$ cat src/rtl/uart_rx_fifo_if.sv
// Byte-stream handshake between a UART receiver, the RX FIFO and its consumer.
// The master modport belongs to the producer/consumer side. The slave modport belongs to the FIFO.
interface uart_rx_fifo_if #(
    parameter int AW = 4
);
    logic          wr_en;
    logic [7:0]    din;
    logic          rd_en;
    logic          clr_ovf;
    logic [7:0]    dout;
    logic          empty;
    logic          full;
    logic [AW:0]   count;
    logic          overflow;

    modport master (
        output wr_en, din, rd_en, clr_ovf,
        input  dout, empty, full, count, overflow
    );

    modport slave (
        input  wr_en, din, rd_en, clr_ovf,
        output dout, empty, full, count, overflow
    );
endinterface

$ cat src/rtl/uart_rx_fifo.sv
// First-word-fall-through byte FIFO for a UART receiver, with a sticky overflow flag.
// A push into a full FIFO is accepted only if a pop happens in the same cycle.
module uart_rx_fifo #(
    parameter int DEPTH = 16,
    parameter int AW    = 4
) (
    input logic           clk,
    input logic           nrst,
    uart_rx_fifo_if.slave bus
);
    logic [7:0]    mem [DEPTH];
    logic [AW-1:0] wr_ptr;
    logic [AW-1:0] rd_ptr;
    logic [AW:0]   count_q;
    logic          overflow_q;
    logic          empty;
    logic          full;
    logic          pop;
    logic          push;
    logic          drop;

    if (DEPTH < 2 || DEPTH > 256 || DEPTH != (1 << AW)) begin : g_param_check
        $error("uart_rx_fifo: DEPTH must equal 2**AW and lie in 2..256");
    end

    // Flags come from the registered count, so there is no path from wr_en/rd_en to them.
    assign empty = (count_q == '0);
    assign full  = (count_q == (AW+1)'(DEPTH));
    assign pop   = bus.rd_en & ~empty;
    assign push  = bus.wr_en & (~full | pop);
    assign drop  = bus.wr_en & full & ~pop;

    // NOTE: the storage array is deliberately left without a reset. It stays plain
    // enabled flops (or RAM). The reset-cleared count already marks its contents invalid.
    always_ff @(posedge clk) begin
        if (push) begin
            mem[wr_ptr] <= bus.din;
        end
    end

    // NOTE: use non-blocking assignments in clocked blocks. Every update then reads
    // the values from before the edge, whatever order the statements appear in.
    always_ff @(posedge clk or negedge nrst) begin
        if (!nrst) begin
            wr_ptr     <= '0;
            rd_ptr     <= '0;
            count_q    <= '0;
            overflow_q <= 1'b0;
        end else begin
            if (push) begin
                wr_ptr <= wr_ptr + AW'(1);
            end
            if (pop) begin
                rd_ptr <= rd_ptr + AW'(1);
            end
            if (push && !pop) begin
                count_q <= count_q + (AW+1)'(1);
            end else if (pop && !push) begin
                count_q <= count_q - (AW+1)'(1);
            end
            // A new drop takes priority over a clear in the same cycle.
            if (drop) begin
                overflow_q <= 1'b1;
            end else if (bus.clr_ovf) begin
                overflow_q <= 1'b0;
            end
        end
    end

    assign bus.dout     = mem[rd_ptr];
    assign bus.empty    = empty;
    assign bus.full     = full;
    assign bus.count    = count_q;
    assign bus.overflow = overflow_q;
endmodule
$ cat src/flat_wrapper.sv
// flat-port wrapper written by rule: the top's interface ports become plain ports
module uart_rx_fifo_flat 
#(
    parameter int DEPTH = 16,
    parameter int AW    = 4
)
  (clk, nrst, bus_wr_en, bus_din, bus_rd_en, bus_clr_ovf, bus_dout, bus_empty, bus_full, bus_count, bus_overflow);
  uart_rx_fifo_if #(.AW(AW)) bus_i ();
  input logic clk;
  input logic nrst;
  input wire logic [$bits(bus_i.wr_en)-1:0] bus_wr_en;
  input wire logic [$bits(bus_i.din)-1:0] bus_din;
  input wire logic [$bits(bus_i.rd_en)-1:0] bus_rd_en;
  input wire logic [$bits(bus_i.clr_ovf)-1:0] bus_clr_ovf;
  output wire logic [$bits(bus_i.dout)-1:0] bus_dout;
  output wire logic [$bits(bus_i.empty)-1:0] bus_empty;
  output wire logic [$bits(bus_i.full)-1:0] bus_full;
  output wire logic [$bits(bus_i.count)-1:0] bus_count;
  output wire logic [$bits(bus_i.overflow)-1:0] bus_overflow;
  assign bus_i.wr_en = bus_wr_en;
  assign bus_i.din = bus_din;
  assign bus_i.rd_en = bus_rd_en;
  assign bus_i.clr_ovf = bus_clr_ovf;
  assign bus_dout = bus_i.dout;
  assign bus_empty = bus_i.empty;
  assign bus_full = bus_i.full;
  assign bus_count = bus_i.count;
  assign bus_overflow = bus_i.overflow;
  uart_rx_fifo #(.DEPTH(DEPTH), .AW(AW)) u_core (.clk(clk), .nrst(nrst), .bus(bus_i));
endmodule
$ cat config.mk
export PLATFORM = sky130hd
export DESIGN_NAME = uart_rx_fifo_flat
export DESIGN_NICKNAME = d
export VERILOG_FILES = /design/src/rtl/uart_rx_fifo_if.sv /design/src/rtl/uart_rx_fifo.sv /design/src/flat_wrapper.sv
export SDC_FILE = /design/constraint.sdc
export NUM_CORES = 1
export LEC_CHECK = 0
export ABC_AREA = 1
export BUFFER_PORTS_ARGS = -buffer_cell sky130_fd_sc_hd__buf_2
export CORE_ASPECT_RATIO = 0.9
export CORE_MARGIN = 4
export CORE_UTILIZATION = 35
export CTS_BUF_LIST = sky130_fd_sc_hd__clkbuf_2
export DETAILED_ROUTE_END_ITERATION = 8
export MAX_ROUTING_LAYER = met4
export SKIP_CTS_REPAIR_TIMING = 1
export SYNTH_ARGS = -nofsm -noshare
export SYNTH_HDL_FRONTEND = slang
export SYNTH_SLANG_ARGS = --single-unit
$ cat constraint.sdc
create_clock -name clk -period 2.8 [get_ports clk]
set_input_delay 0.56 -clock clk [delete_from_list [all_inputs] [get_ports clk]]
set_output_delay 0.56 -clock clk [all_outputs]
set_load 0.01 [all_outputs]
==> flow_results.xml, run 1 <==
<?xml version="1.0" encoding="UTF-8"?>
<metrics>
  <group name="timing">
    <metric name="fin_hold_ws" unit="ns">0.0893</metric>
    <metric name="final.setup_skew" unit="ns">0.0260</metric>
    <metric name="finalCriticalPeriod" unit="ns">2.73</metric>
    <metric name="fin_tns_setup" unit="ns">0</metric>
    <metric name="worst-slew-pin-transition" unit="ns">0.498</metric>
    <metric name="setup_viol" unit="">0</metric>
    <metric name="finalHoldViolations" unit="">0</metric>
    <metric name="setup_ws" unit="ns">0.0694</metric>
    <metric name="timing.final.crit_share" unit="%">97.5</metric>
    <metric name="max-slew-margin-rel" unit="%">66.8</metric>
    <metric name="grt_setup_unrepaired" unit="">true</metric>
    <metric name="timing.fmax" unit="MHz">366</metric>
    <metric name="slew_violations" unit="">0</metric>
  </group>
  <group name="clock_tree">
    <metric name="cts-root-buf" unit="">sky130_fd_sc_hd__clkbuf_2</metric>
    <metric name="clk_latency" unit="ns">0.73</metric>
    <metric name="clk_transition_reported_paths" unit="ns">0.21</metric>
    <metric name="tritoncts_clock_tree" unit="">built</metric>
    <metric name="cts-htree-levels" unit="">4</metric>
    <metric name="cts_buffers" unit="">17</metric>
    <metric name="clock_path_buffers" unit="">2</metric>
    <metric name="tritoncts_sink_count" unit="">142</metric>
  </group>
  <group name="placement">
    <metric name="postPlaceCellArea" unit="mm^2">0.00689</metric>
    <metric name="placement.setup.worst_slack" unit="ns">0.556</metric>
    <metric name="routabilityCongestion" unit="">0.822</metric>
    <metric name="port-buffer-count" unit="">28</metric>
    <metric name="hpwlAfterDp" unit="um">9410</metric>
  </group>
  <group name="layout">
    <metric name="postLayoutCellArea" unit="mm^2">0.00775</metric>
    <metric name="final_layout_size_suffix_gt1_share" unit="%">22.3</metric>
    <metric name="fillers" unit="">1704</metric>
    <metric name="multiInputGateArea" unit="mm^2">0.00185</metric>
    <metric name="antennaDiodeCount" unit="">0</metric>
    <metric name="seqCellArea" unit="mm^2">0.00420</metric>
    <metric name="layout_net_count" unit="">737</metric>
    <metric name="area_growth_synth_to_finish" unit="%">22.5</metric>
  </group>
  <group name="routing">
    <metric name="drc" unit="">0</metric>
    <metric name="route.final.wire_length" unit="um">16900</metric>
    <metric name="drt.antenna.violating_nets" unit="">0</metric>
    <metric name="drt_pre_antenna_iters" unit="">5</metric>
    <metric name="drtIter0Drc" unit="">317</metric>
    <metric name="route.vias.total" unit="">4616</metric>
    <metric name="via_per_inst" unit="">4.78</metric>
    <metric name="wl_per_cell" unit="um">17.5</metric>
  </group>
  <group name="global_routing">
    <metric name="global_route_wire_length_before_repair" unit="um">23300</metric>
    <metric name="grt_usage" unit="%">16.0</metric>
    <metric name="global_route.overflow_total" unit="">0</metric>
    <metric name="grt_antenna_before_repair" unit="">0</metric>
    <metric name="grt_start_max_net_pins" unit="">83</metric>
    <metric name="number_of_global_route_vias_before_repair" unit="">4121</metric>
  </group>
  <group name="setup_path">
    <metric name="timing.critical_path.slowest_cell_delay" unit="ns">0.48</metric>
    <metric name="endpoint_type_of_the_worst_setup_path" unit="">primary output</metric>
    <metric name="timing.critical_path.arrival" unit="ns">2.17</metric>
    <metric name="largest_fanout_on_the_critical_path" unit="">8</metric>
    <metric name="startpoint_type" unit="">flip-flop</metric>
    <metric name="worst_path_max_delay_cell" unit="">sky130_fd_sc_hd__dfrtp_2</metric>
    <metric name="timing.critical_path.max_delay_family" unit="">buffers and inverters</metric>
    <metric name="worst-setup-path-type" unit="">reg2out</metric>
    <metric name="critical_path.cell_chain" unit="">buf_12 -&gt; clkinv_16 -&gt; clkbuf_16 -&gt; nand2_4 -&gt; nand3_2 -&gt; nand2_2 -&gt; nor2_2 -&gt; nand2_1 -&gt; nand2_1 -&gt; buf_2</metric>
    <metric name="critPathMostFrequentCell" unit="">sky130_fd_sc_hd__nand2_1</metric>
    <metric name="worstPathBufferInverterCount" unit="">4</metric>
    <metric name="worstPathRequired" unit="ns">2.24</metric>
  </group>
  <group name="logic_synthesis">
    <metric name="synth_area_per_cell" unit="um^2">9.99</metric>
    <metric name="postSynthCellCount" unit="">634</metric>
    <metric name="synthesis.nets" unit="">657</metric>
    <metric name="synthesis.area" unit="mm^2">0.00633</metric>
    <metric name="synth_flop_cell" unit="">sky130_fd_sc_hd__edfxtp_1</metric>
    <metric name="asyncSetResetFlopFracSynth" unit="%">9.86</metric>
    <metric name="synthDominantAreaCellType" unit="">sky130_fd_sc_hd__edfxtp_1</metric>
    <metric name="yosysWarningCount" unit="">0</metric>
    <metric name="share_of_the_yosys_chip_area_belonging_to_registers" unit="%">66.2</metric>
    <metric name="synth-edff-count" unit="">128</metric>
    <metric name="netlist_top_cells_area" unit="">sky130_fd_sc_hd__edfxtp_1, sky130_fd_sc_hd__nand2_1, sky130_fd_sc_hd__dfrtp_1, sky130_fd_sc_hd__nand3_1, sky130_fd_sc_hd__inv_1</metric>
    <metric name="yosys_register_bits" unit="">142</metric>
    <metric name="synthDominantCellAreaShare" unit="%">60.7</metric>
    <metric name="synthDistinctLibCells" unit="">24</metric>
  </group>
  <group name="floorplan">
    <metric name="fp.dieW" unit="um">150</metric>
    <metric name="pin_count" unit="">29</metric>
    <metric name="floorplan.die_area" unit="mm^2">0.0203</metric>
    <metric name="rows" unit="">46</metric>
    <metric name="start_util" unit="%">35.8</metric>
    <metric name="fp.coreArea" unit="mm^2">0.0177</metric>
    <metric name="dieHeight" unit="um">136</metric>
  </group>
  <group name="power_and_ir_drop">
    <metric name="p_per_area" unit="mW/mm^2">992</metric>
    <metric name="total_power" unit="mW">7.69</metric>
    <metric name="max-vdd-ir-drop" unit="mV">0.425</metric>
    <metric name="power_leakage" unit="nW">3.33</metric>
  </group>
  <group name="job">
    <metric name="max-cap-violations" unit="">0</metric>
  </group>
  <group name="run_status">
    <metric name="run_status" unit="">complete, no violations</metric>
  </group>
  <group name="min_path">
    <metric name="min_path_type" unit="">in2reg</metric>
  </group>
</metrics>
[layer usage]
metal | vias to the layer above | track usage (%) | share of wire, %
met5 | - | - | 0
met3 | 14 | 3.88 | 6.5
met4 | 0 | 3.51 | 0.78
met2 | 155 | 23.4 | 45
met1 | 2231 | 22.7 | 47
li1 | 2216 | - | -
[worst paths after layout]
check,startpoint,endpoint,slack (ns),cells past startpoint
max in group asynchronous,nrst,u_core.rd_ptr[2]$_DFFE_PN0N_,2.28,2
hold / removal,bus_rd_en,u_core.rd_ptr[3]$_DFFE_PN0N_,0.09,3
setup / recovery,u_core.rd_ptr[0]$_DFFE_PN0N_,bus_dout[2],0.07,10
setup reg to reg,u_core.bus.count[1]$_DFFE_PN0P_,u_core.bus.count[4]$_DFFE_PN0P_,0.57,12
hold reg to reg,u_core.bus.overflow$_DFFE_PN0P_,u_core.bus.overflow$_DFFE_PN0P_,0.55,2
min in group asynchronous,nrst,u_core.rd_ptr[0]$_DFFE_PN0N_,0.23,2
[synthesized netlist by cell type (2+ instances only)]
cell type,count
sky130_fd_sc_hd__clkinv_1,2
sky130_fd_sc_hd__nand2_1,241
sky130_fd_sc_hd__ha_1,9
sky130_fd_sc_hd__nand3_1,62
sky130_fd_sc_hd__xnor2_1,2
sky130_fd_sc_hd__buf_4,2
sky130_fd_sc_hd__clkbuf_1,4
sky130_fd_sc_hd__xor2_1,2
sky130_fd_sc_hd__inv_2,3
sky130_fd_sc_hd__nor2_1,53
sky130_fd_sc_hd__edfxtp_1,128
sky130_fd_sc_hd__nand4_1,2
sky130_fd_sc_hd__nor3_1,16
sky130_fd_sc_hd__dfrtp_1,14
sky130_fd_sc_hd__inv_1,67
sky130_fd_sc_hd__o21ai_0,3
sky130_fd_sc_hd__buf_6,3
sky130_fd_sc_hd__buf_2,15
[state kept, by name, indices dropped and copies added (netlist names)]
| name | count |
|---|---|
| u_core.wr_ptr | 4 |
| u_core.bus.count | 5 |
| u_core.bus.overflow | 1 |
| u_core.rd_ptr | 4 |
| u_core.mem | 128 |
[layout by cell type (no fill, tap or decap), types with 2 or more instances in the layout]
cell type,count
sky130_fd_sc_hd__nand2_1,220
sky130_fd_sc_hd__edfxtp_1,128
sky130_fd_sc_hd__inv_1,67
sky130_fd_sc_hd__nand3_1,58
sky130_fd_sc_hd__nor2_1,39
sky130_fd_sc_hd__buf_4,36
sky130_fd_sc_hd__buf_2,24
sky130_fd_sc_hd__nand2_2,20
sky130_fd_sc_hd__clkbuf_2,18
sky130_fd_sc_hd__nor3_1,16
sky130_fd_sc_hd__nor2_2,14
sky130_fd_sc_hd__dfrtp_1,11
sky130_fd_sc_hd__ha_1,9
sky130_fd_sc_hd__buf_6,9
sky130_fd_sc_hd__clkbuf_16,6
sky130_fd_sc_hd__bufinv_16,5
sky130_fd_sc_hd__clkinvlp_4,4
sky130_fd_sc_hd__nand3_2,4
sky130_fd_sc_hd__clkinv_2,4
sky130_fd_sc_hd__buf_12,4
sky130_fd_sc_hd__o21ai_0,3
sky130_fd_sc_hd__dfrtp_2,3
sky130_fd_sc_hd__inv_8,2
sky130_fd_sc_hd__clkinv_1,2
sky130_fd_sc_hd__nand2_4,2
sky130_fd_sc_hd__nand4_1,2
sky130_fd_sc_hd__xnor2_1,2
sky130_fd_sc_hd__xor2_1,2
sky130_fd_sc_hd__buf_8,2
sky130_fd_sc_hd__dlygate4sd3_1,2
[worst reg2reg max path: stages (launching register included)]
cell and delay [ns]:
sky130_fd_sc_hd__dfrtp_1 0.49, sky130_fd_sc_hd__nor2_1 0.23, sky130_fd_sc_hd__nand3_1 0.18, sky130_fd_sc_hd__nand2_2 0.18, sky130_fd_sc_hd__ha_1 0.18, sky130_fd_sc_hd__inv_1 0.10
sky130_fd_sc_hd__fa_1 0.40, sky130_fd_sc_hd__nand2_1 0.10, sky130_fd_sc_hd__nand3_1 0.09, sky130_fd_sc_hd__nand3_1 0.07, sky130_fd_sc_hd__nand2_1 0.05, sky130_fd_sc_hd__nand2_1 0.05
sky130_fd_sc_hd__nand2_1 0.05
[through the flow]
step | std cells | utilization [%]
2_1_floorplan | 634 | -
3_3_place_gp | 909 | 39.0
3_5_place_dp | 909 | 39.0
4_1_cts | 940 | 40.6
5_1_grt | 966 | 43.9
6_report | 966 | 43.9
[report_power, final]
group,total [mW],internal (mW),switching (mW)
Clock,1.41,0.664,0.745
Sequential,2.71,2.54,0.160
Combinational,3.58,1.43,2.14
Total,7.69,4.64,3.05
[kinds of logic after synthesis]
kind of cell	count (synthesis)	synth area share, %
buffers and inverters	96	6.46
adder cells (fa/ha/maj)	10	2.09
AO/OA/AOI/OAI	5	0.395
XOR/XNOR	4	0.553
AND/OR/NAND/NOR	377	24.3
flip-flops	142	66.2
[final cells by class]
type	instances	share of cell area [%]
inverter	72	4.03
clock inverter	13	2.53
timing repair buffer	84	10.3
sequential	142	54.1
multi-input combinational	396	23.8
timing repair inverter	1	0.145
clock buffer	18	1.16
tap	240	3.87
Note: power is estimated with default switching activity, not from simulation.
==> run 2: changes to the inputs <==
Settings changed: BUFFER_PORTS_ARGS -buffer_cell sky130_fd_sc_hd__buf_2 to -buffer_cell sky130_fd_sc_hd__clkbuf_2.
==> run 2 against run 1 <==
  * The flow now finishes with violations (negative setup slack)
  * Flip-flop and latch count is the same
  * Combinational power shrank 9.2%
  * Clock-buffer cell count grew 4
  * Total power shrank 7.7%
  * Worst hold slack gained 0.033 ns
  * Clock power shrank 21%
  * Sequential power is essentially flat
  * Final cell count shrank 0.72%
  * Clock skew grew 0.0014 ns
  * Largest cell class unchanged
  * Highest routed layer unchanged
==> flow_results.xml, run 2 (synthesis gave the netlist of run 1 again) <==
<?xml version="1.0" encoding="UTF-8"?>
<metrics>
  <group name="timing">
    <metric name="final.setup_skew" unit="ns">0.0274</metric>
    <metric name="timing.final.crit_share" unit="%">101</metric>
    <metric name="setup_ws" unit="ns">-0.0352</metric>
    <metric name="grt_setup_unrepaired" unit="">true</metric>
    <metric name="timing.fmax" unit="MHz">353</metric>
    <metric name="finalHoldViolations" unit="">0</metric>
    <metric name="fin_hold_ws" unit="ns">0.122</metric>
    <metric name="setup_viol" unit="">6</metric>
    <metric name="max-slew-margin-rel" unit="%">61.2</metric>
    <metric name="worst-slew-pin-transition" unit="ns">0.577</metric>
    <metric name="fin_tns_setup" unit="ns">-0.120</metric>
    <metric name="finalCriticalPeriod" unit="ns">2.84</metric>
    <metric name="slew_violations" unit="">0</metric>
  </group>
  <group name="floorplan">
    <metric name="pin_count" unit="">29</metric>
    <metric name="floorplan.die_area" unit="mm^2">0.0203</metric>
    <metric name="dieHeight" unit="um">136</metric>
    <metric name="rows" unit="">46</metric>
    <metric name="start_util" unit="%">35.8</metric>
    <metric name="fp.coreArea" unit="mm^2">0.0177</metric>
    <metric name="fp.dieW" unit="um">150</metric>
  </group>
  <group name="routing">
    <metric name="drt_pre_antenna_iters" unit="">5</metric>
    <metric name="drtIter0Drc" unit="">385</metric>
    <metric name="drt.antenna.violating_nets" unit="">0</metric>
    <metric name="via_per_inst" unit="">4.64</metric>
    <metric name="wl_per_cell" unit="um">16.5</metric>
    <metric name="route.final.wire_length" unit="um">15800</metric>
    <metric name="route.vias.total" unit="">4453</metric>
    <metric name="drc" unit="">0</metric>
  </group>
  <group name="clock_tree">
    <metric name="cts_buffers" unit="">17</metric>
    <metric name="clk_latency" unit="ns">0.72</metric>
    <metric name="tritoncts_clock_tree" unit="">built</metric>
    <metric name="cts-htree-levels" unit="">4</metric>
    <metric name="tritoncts_sink_count" unit="">142</metric>
    <metric name="clock_path_buffers" unit="">2</metric>
    <metric name="cts-root-buf" unit="">sky130_fd_sc_hd__clkbuf_2</metric>
    <metric name="clk_transition_reported_paths" unit="ns">0.19</metric>
  </group>
  <group name="layout">
    <metric name="largest_reg_flops" unit="">128</metric>
    <metric name="fillers" unit="">1731</metric>
    <metric name="antennaDiodeCount" unit="">0</metric>
    <metric name="layout_net_count" unit="">729</metric>
    <metric name="final_layout_size_suffix_gt1_share" unit="%">18.9</metric>
    <metric name="largest-register" unit="">u_core.mem</metric>
    <metric name="area_growth_synth_to_finish" unit="%">18.9</metric>
    <metric name="layout.cells.most_common" unit="">sky130_fd_sc_hd__nand2_1</metric>
    <metric name="layout.cells.most_common_list" unit="">sky130_fd_sc_hd__nand2_1, sky130_fd_sc_hd__edfxtp_1, sky130_fd_sc_hd__inv_1, sky130_fd_sc_hd__nand3_1</metric>
  </group>
  <group name="setup_path">
    <metric name="worstPathRequired" unit="ns">2.24</metric>
    <metric name="largest_fanout_on_the_critical_path" unit="">7</metric>
    <metric name="timing.critical_path.slowest_cell_delay" unit="ns">0.61</metric>
    <metric name="reg2reg_from" unit="">u_core.bus.count[0]$_DFFE_PN0P_</metric>
    <metric name="timing.reg2reg.worst_path_depth" unit="">12</metric>
    <metric name="r2r_setup_slk" unit="ns">0.58</metric>
    <metric name="endpoint_type_of_the_worst_setup_path" unit="">primary output</metric>
    <metric name="critical_path.cell_chain" unit="">clkinv_8 -&gt; buf_12 -&gt; clkbuf_16 -&gt; nand2_4 -&gt; nand2_2 -&gt; nand2_1 -&gt; nand3_1 -&gt; nand2_1 -&gt; nand2_1 -&gt; buf_2</metric>
    <metric name="worst_path_max_delay_cell" unit="">sky130_fd_sc_hd__dfrtp_4</metric>
    <metric name="critPathMostFrequentCell" unit="">sky130_fd_sc_hd__nand2_1</metric>
    <metric name="timing.critical_path.arrival" unit="ns">2.28</metric>
    <metric name="regToRegEndpoint" unit="">u_core.bus.count[4]$_DFFE_PN0P_</metric>
    <metric name="worst-setup-path-type" unit="">reg2out</metric>
    <metric name="startpoint_type" unit="">flip-flop</metric>
  </group>
  <group name="global_routing">
    <metric name="number_of_global_route_vias_before_repair" unit="">4073</metric>
    <metric name="global_route_wire_length_before_repair" unit="um">23100</metric>
    <metric name="global_route.overflow_total" unit="">0</metric>
    <metric name="grt_start_max_net_pins" unit="">39</metric>
    <metric name="grt_antenna_before_repair" unit="">0</metric>
    <metric name="grt_usage" unit="%">15.9</metric>
  </group>
  <group name="placement">
    <metric name="hpwlAfterDp" unit="um">9250</metric>
    <metric name="port-buffer-count" unit="">28</metric>
    <metric name="routabilityCongestion" unit="">0.804</metric>
  </group>
  <group name="power_and_ir_drop">
    <metric name="max-vdd-ir-drop" unit="mV">0.429</metric>
    <metric name="p_per_area" unit="mW/mm^2">943</metric>
    <metric name="power_leakage" unit="nW">3.24</metric>
  </group>
  <group name="min_path">
    <metric name="holdPathStages" unit="">3</metric>
    <metric name="hp-start" unit="">bus_rd_en</metric>
    <metric name="min_path_type" unit="">in2reg</metric>
    <metric name="hold-path-endpoint" unit="">u_core.rd_ptr[3]$_DFFE_PN0N_</metric>
  </group>
  <group name="job">
    <metric name="max-cap-violations" unit="">0</metric>
  </group>
  <group name="run_status">
    <metric name="violations" unit="">negative setup slack</metric>
    <metric name="run_status" unit="">complete, but fails checks</metric>
  </group>
</metrics>
## run 2: worst max path at each step
stage | start | cells past startpoint | to
detailed placement | bus_rd_en | 14 | u_core.bus.count[4]$_DFFE_PN0P_
CTS | u_core.rd_ptr[0]$_DFFE_PN0N_ | 9 | bus_dout[1]
global route | u_core.rd_ptr[0]$_DFFE_PN0N_ | 10 | bus_dout[0]
global placement | bus_rd_en | 14 | u_core.bus.count[4]$_DFFE_PN0P_
floorplan | u_core.bus.count[0]$_DFFE_PN0P_ | 14 | u_core.bus.count[4]$_DFFE_PN0P_
finish | u_core.rd_ptr[0]$_DFFE_PN0N_ | 10 | bus_dout[6]
## run 2: routing by layer
layer,track usage (%),part of all wire (%)
met4,3.91,1.1
met5,-,0
met1,22.3,47
met2,23.1,45
met3,4.18,6.7
## run 2: layout make-up
type	count	area, um^2	area share [%]
Sequential cell	142	4200	55.8
Multi-Input combinational cell	396	1810	24.0
Timing Repair Buffer	76	714	9.49
Tap cell	240	300	3.99
Inverter	72	288	3.82
Clock buffer	22	110	1.46
Clock inverter	10	98.8	1.31
Timing Repair inverter	1	8.76	0.116
## run 2: critical path, delay by kind of cell, from the launching register on
kind                   cells  cell delay [ns]
flip-flops                 1             0.61
buffers and inverters      4             0.57
AND/OR/NAND/NOR            6             0.36
## run 2: power breakdown
part	internal [mW]	switching, mW	leakage, nW	total (mW)
clock	0.412	0.697	0.140	1.11
sequential	2.55	0.194	1.33	2.74
combinational	1.29	1.95	1.77	3.25
total	4.25	2.85	3.24	7.10
## run 2: metrics by stage
stage	worst slack, ns	instance area [um^2]	utilization, %	std cells	power [mW]
after detailed placement	0.550	6870	38.9	907	5.33
after global placement	0.616	6870	38.9	907	5.31
after floorplan	0.584	6330	-	634	4.46
after CTS	-0.141	7070	40.0	939	6.43
after global routing	-0.184	7530	42.6	959	7.58
final	-0.0352	7530	42.6	959	7.10
==> run 3: changes to the inputs <==
Settings changed: ABC_AREA 1 to unset.
==> run 3 against run 2 <==
  * The flow still finishes with violations (negative setup slack)
  * First-iteration DRC count down 28%
  * Register-to-register slack worse by 0.46 ns
  * Clock power down 11%
  * Critical path type unchanged
  * Setup slack worse by 0.20 ns
  * Total power about the same
  * Worst hold slack better by 0.022 ns
  * Global-route usage down 1.5 points
  * Fmax down 6.6%
  * Clock-buffer cell count up 3
  * Highest routed layer unchanged
  * Synthesized cell count down 49%
  * Cell area down 6.9%
==> flow_results.xml, run 3 <==
<?xml version="1.0" encoding="UTF-8"?>
<metrics>
  <group name="routing">
    <metric name="route.vias.total" unit="">3092</metric>
    <metric name="wl_per_cell" unit="um">21.0</metric>
    <metric name="drtIter0Drc" unit="">276</metric>
    <metric name="drt_pre_antenna_iters" unit="">4</metric>
    <metric name="route.final.wire_length" unit="um">12800</metric>
    <metric name="drt.antenna.violating_nets" unit="">0</metric>
    <metric name="via_per_inst" unit="">5.08</metric>
    <metric name="drc" unit="">0</metric>
  </group>
  <group name="setup_path">
    <metric name="critical_path.cell_chain" unit="">buf_12 -&gt; clkbuf_16 -&gt; mux2i_1 -&gt; a221oi_2 -&gt; a22oi_1 -&gt; nand2_1 -&gt; buf_2</metric>
    <metric name="largest_fanout_on_the_critical_path" unit="">5</metric>
    <metric name="timing.critical_path.arrival" unit="ns">2.48</metric>
    <metric name="worst-setup-path-type" unit="">reg2out</metric>
    <metric name="worstPathRequired" unit="ns">2.24</metric>
    <metric name="worst_path_max_delay_cell" unit="">sky130_fd_sc_hd__dfrtp_4</metric>
    <metric name="worstPathBufferInverterCount" unit="">3</metric>
    <metric name="timing.critical_path.max_delay_family" unit="">flip-flops</metric>
    <metric name="timing.critical_path.slowest_cell_delay" unit="ns">0.55</metric>
    <metric name="startpoint_type" unit="">flip-flop</metric>
    <metric name="endpoint_type_of_the_worst_setup_path" unit="">primary output</metric>
  </group>
  <group name="power_and_ir_drop">
    <metric name="p_comb_share" unit="%">47.5</metric>
    <metric name="switching_share" unit="%">36.0</metric>
    <metric name="clock_power_share" unit="%">13.9</metric>
    <metric name="total_power" unit="mW">7.09</metric>
    <metric name="max-vdd-ir-drop" unit="mV">0.574</metric>
    <metric name="share_seq_of_total_power" unit="%">38.6</metric>
    <metric name="power.switching" unit="mW">2.55</metric>
    <metric name="cell_internal_pwr" unit="mW">4.54</metric>
    <metric name="p_per_area" unit="mW/mm^2">1010</metric>
    <metric name="power_leakage" unit="nW">2.49</metric>
  </group>
  <group name="clock_tree">
    <metric name="cts_buffers" unit="">17</metric>
    <metric name="tritoncts_sink_count" unit="">142</metric>
    <metric name="cts-root-buf" unit="">sky130_fd_sc_hd__clkbuf_2</metric>
    <metric name="tritoncts_clock_tree" unit="">built</metric>
    <metric name="clk_latency" unit="ns">0.68</metric>
    <metric name="clk_transition_reported_paths" unit="ns">0.18</metric>
    <metric name="cts-htree-levels" unit="">4</metric>
    <metric name="clock_path_buffers" unit="">2</metric>
  </group>
  <group name="logic_synthesis">
    <metric name="synth_area_per_cell" unit="um^2">17.9</metric>
    <metric name="yosysWarningCount" unit="">0</metric>
    <metric name="postSynthCellCount" unit="">323</metric>
    <metric name="synthDominantAreaCellType" unit="">sky130_fd_sc_hd__edfxtp_1</metric>
    <metric name="synth.most_common_cell" unit="">sky130_fd_sc_hd__edfxtp_1</metric>
    <metric name="synthDominantCellAreaShare" unit="%">66.5</metric>
    <metric name="synthDistinctLibCells" unit="">33</metric>
    <metric name="synth-edff-count" unit="">128</metric>
    <metric name="yosys_register_bits" unit="">142</metric>
    <metric name="synthesis.area" unit="mm^2">0.00578</metric>
    <metric name="synth_flop_cell" unit="">sky130_fd_sc_hd__edfxtp_1</metric>
    <metric name="share_of_the_yosys_chip_area_belonging_to_registers" unit="%">72.6</metric>
    <metric name="netlist_top_cells_area" unit="">sky130_fd_sc_hd__edfxtp_1, sky130_fd_sc_hd__mux4_2, sky130_fd_sc_hd__dfrtp_1, sky130_fd_sc_hd__mux2i_1, sky130_fd_sc_hd__a221oi_1</metric>
    <metric name="synth_commonest_cells" unit="">sky130_fd_sc_hd__edfxtp_1, sky130_fd_sc_hd__mux2i_1</metric>
    <metric name="synthesis.nets" unit="">346</metric>
    <metric name="asyncSetResetFlopFracSynth" unit="%">9.86</metric>
  </group>
  <group name="floorplan">
    <metric name="fp.dieW" unit="um">143</metric>
    <metric name="fp.coreArea" unit="mm^2">0.0162</metric>
    <metric name="rows" unit="">44</metric>
    <metric name="start_util" unit="%">35.7</metric>
    <metric name="dieHeight" unit="um">130</metric>
    <metric name="pin_count" unit="">29</metric>
    <metric name="floorplan.die_area" unit="mm^2">0.0186</metric>
  </group>
  <group name="timing">
    <metric name="setup_ws" unit="ns">-0.235</metric>
    <metric name="max-slew-margin-rel" unit="%">55.4</metric>
    <metric name="grt_setup_unrepaired" unit="">true</metric>
    <metric name="fin_hold_ws" unit="ns">0.144</metric>
    <metric name="slew_violations" unit="">0</metric>
    <metric name="worst-slew-pin-transition" unit="ns">0.668</metric>
    <metric name="finalCriticalPeriod" unit="ns">3.04</metric>
    <metric name="finalHoldViolations" unit="">0</metric>
    <metric name="final.setup_skew" unit="ns">0.0313</metric>
    <metric name="timing.final.crit_share" unit="%">108</metric>
    <metric name="setup_viol" unit="">8</metric>
    <metric name="timing.fmax" unit="MHz">329</metric>
  </group>
  <group name="layout">
    <metric name="area_growth_synth_to_finish" unit="%">21.2</metric>
    <metric name="largest_reg_flops" unit="">128</metric>
    <metric name="layout_net_count" unit="">412</metric>
    <metric name="layout.cells.most_common_list" unit="">sky130_fd_sc_hd__edfxtp_1, sky130_fd_sc_hd__clkbuf_2, sky130_fd_sc_hd__mux2i_1, sky130_fd_sc_hd__buf_4, sky130_fd_sc_hd__mux4_2</metric>
    <metric name="final_layout_size_suffix_gt1_share" unit="%">35.3</metric>
    <metric name="antennaDiodeCount" unit="">0</metric>
    <metric name="largest-register" unit="">u_core.mem</metric>
    <metric name="layout.cells.most_common" unit="">sky130_fd_sc_hd__edfxtp_1</metric>
    <metric name="final_util" unit="%">43.3</metric>
  </group>
  <group name="placement">
    <metric name="port-buffer-count" unit="">28</metric>
    <metric name="hpwlAfterDp" unit="um">7800</metric>
    <metric name="routabilityCongestion" unit="">0.759</metric>
    <metric name="placement.setup.worst_slack" unit="ns">0.0368</metric>
  </group>
  <group name="min_path">
    <metric name="min_path_type" unit="">in2reg</metric>
  </group>
  <group name="global_routing">
    <metric name="grt_start_max_net_pins" unit="">19</metric>
    <metric name="grt_antenna_before_repair" unit="">0</metric>
    <metric name="global_route_wire_length_before_repair" unit="um">18600</metric>
    <metric name="grt_usage" unit="%">14.4</metric>
    <metric name="global_route.overflow_total" unit="">0</metric>
    <metric name="number_of_global_route_vias_before_repair" unit="">3091</metric>
  </group>
  <group name="run_status">
    <metric name="run_status" unit="">complete, but fails checks</metric>
    <metric name="violations" unit="">negative setup slack</metric>
  </group>
  <group name="job">
    <metric name="max-cap-violations" unit="">0</metric>
  </group>
</metrics>
run 3: cell types whose count changed after synthesis, sizes merged, moves of 14 or more:
cell,before,now
nand3,62,1
nor3,16,2
nand2,242,16
a221oi,0,16
mux2i,0,33
and2,0,17
mux4,0,16
inv,70,8
nor2,54,4
run 3: layout make-up:
type | instances | area (um^2)
clock buffer | 25 | 125
clock inverter | 7 | 52.6
fill | 1443 | 9180
inverter | 8 | 30.0
multi-input combinational | 158 | 1780
sequential | 142 | 4200
tap | 207 | 259
timing repair buffer | 62 | 566
run 3: final timing paths:
path,start,slack (ns),cells after the start,end
max,u_core.rd_ptr[0]$_DFFE_PN0N_,-0.24,7,bus_dout[7]
min,bus_clr_ovf,0.14,3,u_core.bus.overflow$_DFFE_PN0P_
max reg2reg,u_core.bus.count[1]$_DFFE_PN0P_,0.12,10,u_core.bus.count[4]$_DFFE_PN0P_
min reg2reg,u_core.bus.overflow$_DFFE_PN0P_,0.53,1,u_core.bus.overflow$_DFFE_PN0P_
max in group asynchronous,nrst,2.21,2,u_core.rd_ptr[0]$_DFFE_PN0N_
min in group asynchronous,nrst,0.30,2,u_core.bus.count[2]$_DFFE_PN0P_
run 3: worst min-delay path, cell delays in order:
cell and delay [ns]:
sky130_fd_sc_hd__clkbuf_2 0.08, sky130_fd_sc_hd__inv_1 0.04, sky130_fd_sc_hd__a22o_1 0.11
run 3: metrics by stage:
step	cells	setup TNS (ns)	area, um^2
2_1_floorplan	323	0	5780
3_3_place_gp	560	0	6280
3_5_place_dp	560	0	6280
4_1_cts	592	-3.78	6460
5_1_grt	609	-2.86	7010
6_report	609	-1.41	7010
run 3: routing by layer:
layer | routed length (um) | share of wire [%] | vias up | GRT usage (%)
met5 | 0 | 0 | - | -
met4 | 144 | 1.1 | 0 | 4.98
met3 | 689 | 5.4 | 11 | 3.55
met2 | 6190 | 48 | 75 | 21.7
met1 | 5770 | 45 | 1588 | 19.1
li1 | - | - | 1418 | -
run 3: cell families (layout without fill, tap and decap cells):
logic type	count (synthesis)	after routing	synth area share [%]
compound gates	42	42	5.52
mux	50	50	12.1
flops	142	142	72.6
simple gates	46	46	4.31
xor+xnor	10	10	1.52
fa+ha+maj	10	10	2.29
buf+inv	23	102	1.65
run 3: power by group through the flow:
stage	registers [mW]	clock network, mW	logic (mW)
after floorplan	2.77	0	1.52
after global placement	2.80	0	2.40
after detailed placement	2.81	0	2.45
after CTS	2.76	1.02	2.46
after global routing	2.77	1.12	3.59
final	2.74	0.985	3.37
